**config.mk**
```make
export PLATFORM = sky130hd
export DESIGN_NAME = bus_host_ctrl
export DESIGN_NICKNAME = d
export VERILOG_FILES = /design/src/rtl/bus_host_ctrl.sv
export SDC_FILE = /design/constraint.sdc
export NUM_CORES = 1
export LEC_CHECK = 0
export CORE_MARGIN = 5
export CORE_UTILIZATION = 55
export CTS_BUF_LIST = sky130_fd_sc_hd__clkbuf_16
export DETAILED_ROUTE_END_ITERATION = 10
export DONT_BUFFER_PORTS = 1
export PLACE_DENSITY = 0.7
export SYNTH_ARGS = -nofsm -noshare
export SYNTH_HDL_FRONTEND = slang
export SYNTH_SLANG_ARGS = --single-unit
export TNS_END_PERCENT = 50
```
**constraint.sdc**
```tcl
create_clock -name clk_i -period 4.8 [get_ports clk_i]
set_input_delay 0.96 -clock clk_i [delete_from_list [all_inputs] [get_ports clk_i]]
set_output_delay 0.96 -clock clk_i [all_outputs]
set_load 0.01 [all_outputs]
```
**src/rtl/bus_host_ctrl.sv**
```systemverilog
// Single-outstanding req/gnt/rvalid bus initiator with a valid/ready command port,
// a valid/ready response port and a grant-to-rvalid response timeout.
module bus_host_ctrl #(
    parameter int unsigned TimeoutCycles = 64,
    parameter int unsigned AddrWidth     = 32
) (
    input  logic                 clk_i,
    input  logic                 rst_i,
    input  logic                 cmd_valid_i,
    output logic                 cmd_ready_o,
    input  logic                 cmd_we_i,
    input  logic [AddrWidth-1:0] cmd_addr_i,
    input  logic [3:0]           cmd_be_i,
    input  logic [31:0]          cmd_wdata_i,
    output logic                 rsp_valid_o,
    input  logic                 rsp_ready_i,
    output logic [31:0]          rsp_rdata_o,
    output logic                 rsp_err_o,
    output logic                 rsp_timeout_o,
    output logic                 host_req_o,
    input  logic                 host_gnt_i,
    output logic [AddrWidth-1:0] host_addr_o,
    output logic                 host_we_o,
    output logic [3:0]           host_be_o,
    output logic [31:0]          host_wdata_o,
    input  logic                 host_rvalid_i,
    input  logic [31:0]          host_rdata_i,
    input  logic                 host_err_i
);

    localparam int unsigned CntW      = (TimeoutCycles > 0) ? $clog2(TimeoutCycles + 1) : 1;
    localparam logic [CntW-1:0] CntLimit = CntW'(TimeoutCycles);
    localparam bit          TimeoutEn = (TimeoutCycles != 0);

    typedef enum logic [1:0] {
        S_IDLE,
        S_REQ,
        S_WAIT,
        S_RSP
    } state_t;

    state_t                 r_state, w_state_nxt;
    logic                   r_req, w_req_nxt;
    logic [AddrWidth-1:0]   r_addr, w_addr_nxt;
    logic                   r_we, w_we_nxt;
    logic [3:0]             r_be, w_be_nxt;
    logic [31:0]            r_wdata, w_wdata_nxt;
    logic                   r_rsp_valid, w_rsp_valid_nxt;
    logic [31:0]            r_rsp_rdata, w_rsp_rdata_nxt;
    logic                   r_rsp_err, w_rsp_err_nxt;
    logic                   r_rsp_tmo, w_rsp_tmo_nxt;
    logic [CntW-1:0]        r_cnt, w_cnt_nxt;
    logic                   w_timeout_hit;
    logic                   w_unused_addr_lsb;

    // Byte-lane bits of the command address never reach the word-aligned bus.
    assign w_unused_addr_lsb = ^cmd_addr_i[1:0];

    assign cmd_ready_o   = (r_state == S_IDLE) && !rst_i;
    assign w_timeout_hit = TimeoutEn && (r_cnt == CntLimit - CntW'(1));

    assign host_req_o    = r_req;
    assign host_addr_o   = r_addr;
    assign host_we_o     = r_we;
    assign host_be_o     = r_be;
    assign host_wdata_o  = r_wdata;
    assign rsp_valid_o   = r_rsp_valid;
    assign rsp_rdata_o   = r_rsp_rdata;
    assign rsp_err_o     = r_rsp_err;
    assign rsp_timeout_o = r_rsp_tmo;

    always_ff @(posedge clk_i) begin
        if (rst_i) begin
            r_state     <= S_IDLE;
            r_req       <= 1'b0;
            r_addr      <= '0;
            r_we        <= 1'b0;
            r_be        <= '0;
            r_wdata     <= '0;
            r_rsp_valid <= 1'b0;
            r_rsp_rdata <= '0;
            r_rsp_err   <= 1'b0;
            r_rsp_tmo   <= 1'b0;
            r_cnt       <= '0;
        end else begin
            r_state     <= w_state_nxt;
            r_req       <= w_req_nxt;
            r_addr      <= w_addr_nxt;
            r_we        <= w_we_nxt;
            r_be        <= w_be_nxt;
            r_wdata     <= w_wdata_nxt;
            r_rsp_valid <= w_rsp_valid_nxt;
            r_rsp_rdata <= w_rsp_rdata_nxt;
            r_rsp_err   <= w_rsp_err_nxt;
            r_rsp_tmo   <= w_rsp_tmo_nxt;
            r_cnt       <= w_cnt_nxt;
        end
    end

    always_comb begin
        w_state_nxt     = r_state;
        w_req_nxt       = r_req;
        w_addr_nxt      = r_addr;
        w_we_nxt        = r_we;
        w_be_nxt        = r_be;
        w_wdata_nxt     = r_wdata;
        w_rsp_valid_nxt = r_rsp_valid;
        w_rsp_rdata_nxt = r_rsp_rdata;
        w_rsp_err_nxt   = r_rsp_err;
        w_rsp_tmo_nxt   = r_rsp_tmo;
        w_cnt_nxt       = r_cnt;

        case (r_state)
            S_IDLE: begin
                if (cmd_valid_i && cmd_ready_o) begin
                    w_addr_nxt  = {cmd_addr_i[AddrWidth-1:2], 2'b00};
                    w_we_nxt    = cmd_we_i;
                    w_be_nxt    = cmd_be_i;
                    w_wdata_nxt = cmd_wdata_i;
                    w_req_nxt   = 1'b1;
                    w_state_nxt = S_REQ;
                end
            end
            // Request is never withdrawn before grant, so no timeout here.
            S_REQ: begin
                if (host_gnt_i) begin
                    w_req_nxt   = 1'b0;
                    w_cnt_nxt   = '0;
                    w_state_nxt = S_WAIT;
                end
            end
            // rvalid has priority over a timeout expiring in the same cycle.
            S_WAIT: begin
                if (host_rvalid_i) begin
                    w_rsp_valid_nxt = 1'b1;
                    w_rsp_err_nxt   = host_err_i;
                    w_rsp_tmo_nxt   = 1'b0;
                    w_rsp_rdata_nxt = (r_we || host_err_i) ? 32'h0 : host_rdata_i;
                    w_state_nxt     = S_RSP;
                end else if (w_timeout_hit) begin
                    w_rsp_valid_nxt = 1'b1;
                    w_rsp_err_nxt   = 1'b1;
                    w_rsp_tmo_nxt   = 1'b1;
                    w_rsp_rdata_nxt = 32'h0;
                    w_state_nxt     = S_RSP;
                end else if (r_cnt != CntLimit) begin
                    w_cnt_nxt = r_cnt + CntW'(1);
                end
            end
            S_RSP: begin
                if (rsp_ready_i) begin
                    w_rsp_valid_nxt = 1'b0;
                    w_state_nxt     = S_IDLE;
                end
            end
            default: w_state_nxt = S_IDLE;
        endcase
    end

endmodule

```
# After elaboration in Yosys (flattened, before gate mapping)
# Cells that the tools add are included.
[op_classes] mux=23 n_reduce_logical=15 eq_ne=12 n_addsub=1
[ops] cell="$mux W32" n=3
[ops] cell="$mux W7" n=4
[ops] cell="$pmux W7 S2" n=1
[ops] cell="$mux W2" n=5
[ops] cell="$ne A2 B2 Y1 const B" n=5
[ops] cell="$pmux W2 S4" n=1
[ops] cell="$reduce_bool A2 Y1" n=4
[ops] cell="$add A7 B1 Y7 const B" n=1
[ops] cell="$eq A7 B6 Y1 const B" n=1
[ops] cell="$mux W1" n=7
[ops] cell="$ne A7 B7 Y1 const B" n=1
[ops] cell="$reduce_and A3 Y1" n=2
[ops] cell="$reduce_and A5 Y1" n=1
[ops] cell="$eq A2 B2 Y1 const B" n=2
[ops] cell="$pmux W1 S2" n=2
[ops] cell="$reduce_and A2 Y1" n=2
[ops] cell="$reduce_and A4 Y1" n=1
[ops] cell="$ne A3 B3 Y1 const B" n=1
[ops] cell="$eq A2 B1 Y1 const B" n=1
[ops] cell="$logic_and A1 B1 Y1" n=2
[ops] cell="$logic_not A2 Y1" n=1
[ops] cell="$ne A2 B1 Y1 const B" n=1
[ops] cell="$logic_not A1 Y1" n=1
[ops] cell="$logic_or A1 B1 Y1" n=1
[word_totals] elab_cells=62 output_inout_bits=106 inputBits=108 ff_bits=112

# Logic depth before layout (Yosys ltp)
[depth] ltp_word=5 depth_mapped=9

# Least setup slack after synthesis
# OpenSTA, ideal clock, no wires.
[synth_path] path_type="in2out" start="input port rst_i" end="output port cmd_ready_o" t_arrival_ns=1.241 path_slack_ns=2.599 t_required_ns=3.840 path_stages=2 path_cell_list="buf_6 nor2b_2"
[synth_via] elab_chain_len=2
[synth_rtl] item="start, declared" line="8" text="input logic rst_i,"
[synth_rtl] item="$logic_not A1 Y1" line="59" text="assign cmd_ready_o = (r_state == S_IDLE) && !rst_i;"
[synth_rtl] item="$logic_and A1 B1 Y1" line="59"
[synth_rtl] item="end, declared" line="10" text="output logic cmd_ready_o,"
# Every way passes these cells.

# Worst setup path in the final report
[layout_path] start="register r_state[0]" end="register r_rsp_rdata[23] (netlist: rsp_rdata_o[23])"
[layout_via] elab_chain_len=2
[layout_rtl] item="start, declared" line="42" text="state_t r_state, w_state_nxt;"
[layout_rtl] item="start signal, assigned" line="86" text="r_state <= w_state_nxt;"
[layout_rtl] item="$eq A2 B2 Y1" line="113" text="case (r_state)"
[layout_rtl] item="$reduce_and A2 Y1 (no source line)"
[layout_rtl] item="end signal, assigned" line="93" text="r_rsp_rdata <= w_rsp_rdata_nxt;"
[layout_rtl] item="end, declared" line="49" text="logic [31:0] r_rsp_rdata, w_rsp_rdata_nxt;"
# Every way passes these cells.
# A chain may end at the register's enable or synchronous reset.

==> flow_summary.ini <==
[final_layout]
finish.utilization = 0.586
fin_cells = 581
multiInputGateArea_mm2 = 0.00178
fillers = 710
nets = 590
regArea_mm2 = 0.00224
drive_gt1_frac = 0.0626
area_growth_syn_to_layout_pct = 5.35
n_antenna_cell = 0

[drt]
via_per_inst = 5.60
drt_first_pass_iters = 6
wl_met2_um = 4710
drt_wl_total_um = 9660
antenna_left = 0
num_vias = 3251
wl_met3_um = 1160
drtIter0Drc = 111
route.layer.met1.wl_um = 3660
top_layer = met4
avgRoutedWirePerCell_um = 16.6
drc_errors = 0

[yosys]
avgSynthCellArea_um2 = 8.49
synth_cell_types = 42
synthFlopType = dfxtp_1
netlist_area_mm2 = 0.00423
yosysSeqAreaShare = 0.530
yosysMostFrequentCell = nand2_1
ys_warn_count = 0
synth_top_area_frac = 0.530
synth_common_cells = nand2_1 (145), dfxtp_1 (112), nand3_1 (72)
synth_seq_cells = 112
synth_area_leaders = dfxtp_1 (53%), nand2_1 (13%), nand3_1 (8.5%)
async_reset_ff_frac = 0
syn_inst = 498
yosysTopAreaCell = dfxtp_1
synth_edf_count = 0

[clock_tree]
cts_hold_buf = 0
cts-htree-levels = 3
postCtsSetupRepairBufs = 0
clk_latency_ns = 0.34
clkTransAtPathRegs_ns = 0.07
cts_tree = yes
cts_root_buf = clkbuf_16
cts.sinks = 112
clockBufferDepth = 2
cts_buffers = 9
cts.repair.resized = 0

[die]
chipWidth_um = 97.7
initial_core_util = 0.556
die_area_mm2 = 0.00955
die_h_um = 97.7
io_pins = 214
core.rowCount = 32
core_mm2 = 0.00761

[global_routing]
grt_pass1_vias = 3122
antenna_found_initial = 0
grt_pass1_wl_um = 15600
gr-total-overflow = 0
grt_max_degree = 69
grt_usage = 0.197

[worst_setup_path]
crit_type = flip-flop to flip-flop
path_depth = 6
reg2reg_depth = 6
cp_max_fo = 32
cp_num_buf_inv = 1
rrSetupSlack_ns = 2.48
cpPeakStageDelay_ns = 0.85
worstSetupStartpointType = flip-flop
reg2reg_from = r_state[0]$_SDFFE_PP0P_
cp.arrival_ns = 2.58
r2r-end = rsp_rdata_o[23]$_SDFFE_PP0P_
slowest_stage = nor3_4
path_cells = inv_1 > ha_1 > nand2_1 > nor3_4 > a22oi_1 > nor2_1
cp.required_ns = 5.07
end_kind = flip-flop
crit_family = simple AND/OR/NAND/NOR gates

[sta]
setup_viol = 0
fmax_mhz = 432
hold_violations = 0
worst_pin_slew_ns = 1.17
slew_headroom = 0.217
drv_slew = 0
finClkSkew_ns = 0.00529
period_share = 0.483
setup_ws_ns = 2.48
setup_tns_ns = 0
fin_crit_ns = 2.32
rsz0062_at_grt = no

[power_and_ir_drop]
seqPwrFrac = 0.547
vdd_drop_max_uv = 220
p_sw_frac = 0.323
p_switching_uw = 750
powerDensity_mw_per_mm2 = 521
leakagePower_uw = 0.00192
p_clk_frac = 0.285
combPwrFrac = 0.169
p_int_uw = 1570

[hold_path]
worstHoldPathCells = 2
min_delay_worst_endpoint = host_wdata_o[2]$_SDFFE_PP0P_
hold_path_startpoint = host_wdata_o[2]$_SDFFE_PP0P_
hold_path.class = flip-flop to flip-flop

[placement]
hpwl_um = 6840
place_inst = 566
preCtsSetupSlack_ns = 2.28
port_buffers = 0
gp_congestion = 0.809

[job]
cap_viol_max_count = 0

[status]
outcome = finished, final reports clean
-- per-stage QoR --
stage | hold WS (ns) | total power, uW | instance area, um2
2_1_floorplan | 0.468 | 1600 | 4230
3_3_place_gp | 0.485 | 1670 | 4190
3_5_place_dp | 0.496 | 1690 | 4190
6_report | 0.504 | 2320 | 4460
5_1_grt | 0.519 | 2470 | 4460
4_1_cts | 0.506 | 2350 | 4460
-- power groups by stage --
stage                     combinational [uW]  sequential [uW]  clock [uW]
after floorplan                          355             1250           0
after global placement                   377             1290           0
after detailed placement                 396             1290           0
after CTS                                396             1270         681
after global routing                     458             1290         723
final                                    392             1270         660
-- registers in the layout (all words and copies together) (netlist names) --
name           flops
host_req_o         1
rsp_err_o          1
host_we_o          1
rsp_rdata_o       32
rsp_timeout_o      1
host_wdata_o      32
r_state            2
rsp_valid_o        1
host_addr_o       30
host_be_o          4
r_cnt              7
-- layout make-up --
class                      instances  share of cell area
clock buffer                       9              0.0505
clock inverter                     6             0.00870
inverter                           8             0.00674
multi-input combinational        342               0.399
sequential                       112               0.503
tap                              102              0.0286
timing repair buffer               2             0.00337
-- kinds of logic after synthesis --
family          count (synthesis)  synth area share
other cells                     1          0.000886
buf+inv                        45            0.0529
fa+ha+maj                       7            0.0207
simple gates                  270             0.282
mux                             3           0.00710
flops                         112             0.530
compound gates                 60             0.107
-- routing by layer --
layer,vias up,GRT usage
met4,0,0.0575
met2,145,0.324
li1,1611,-
met1,1486,0.228
met5,-,0
met3,9,0.0962
-- worst register-to-register path: cells and delay by family (launching register included) --
family / cells / cell delay [ns]
adders and majority gates: 1 / 0.37
buffers and inverters: 1 / 0.11
and+or+nand+nor: 3 / 1.17
DFF: 1 / 0.35
AOI/OAI and AO/OA: 1 / 0.25
-- how the worst max path moves through the flow --
| stage | start | endpoint | slack, ns |
|---|---|---|---|
| finish | r_state[0]$_SDFFE_PP0P_ | rsp_rdata_o[23]$_SDFFE_PP0P_ | 2.48 |
| CTS | r_state[0]$_SDFFE_PP0P_ | rsp_rdata_o[23]$_SDFFE_PP0P_ | 2.43 |
| global placement | rst_i | host_req_o$_SDFFE_PP0P_ | 2.29 |
| floorplan | rst_i | cmd_ready_o | 2.60 |
| detailed placement | rst_i | host_req_o$_SDFFE_PP0P_ | 2.28 |
| global route | r_state[0]$_SDFFE_PP0P_ | rsp_rdata_o[28]$_SDFFE_PP0P_ | 2.17 |
-- cell usage in the layout, fill, tap and decap left out, drive strengths merged, types with 3 or more instances in the layout --
master / instances
nand3: 72
inv: 9
clkinvlp: 3
nor3: 4
mux2i: 3
o21ai: 6
clkbuf: 9
ha: 7
dfxtp: 112
nor2: 33
a21oi: 8
and2: 4
nand2: 146
a22oi: 32
Note: power is estimated with default switching activity, not from simulation.
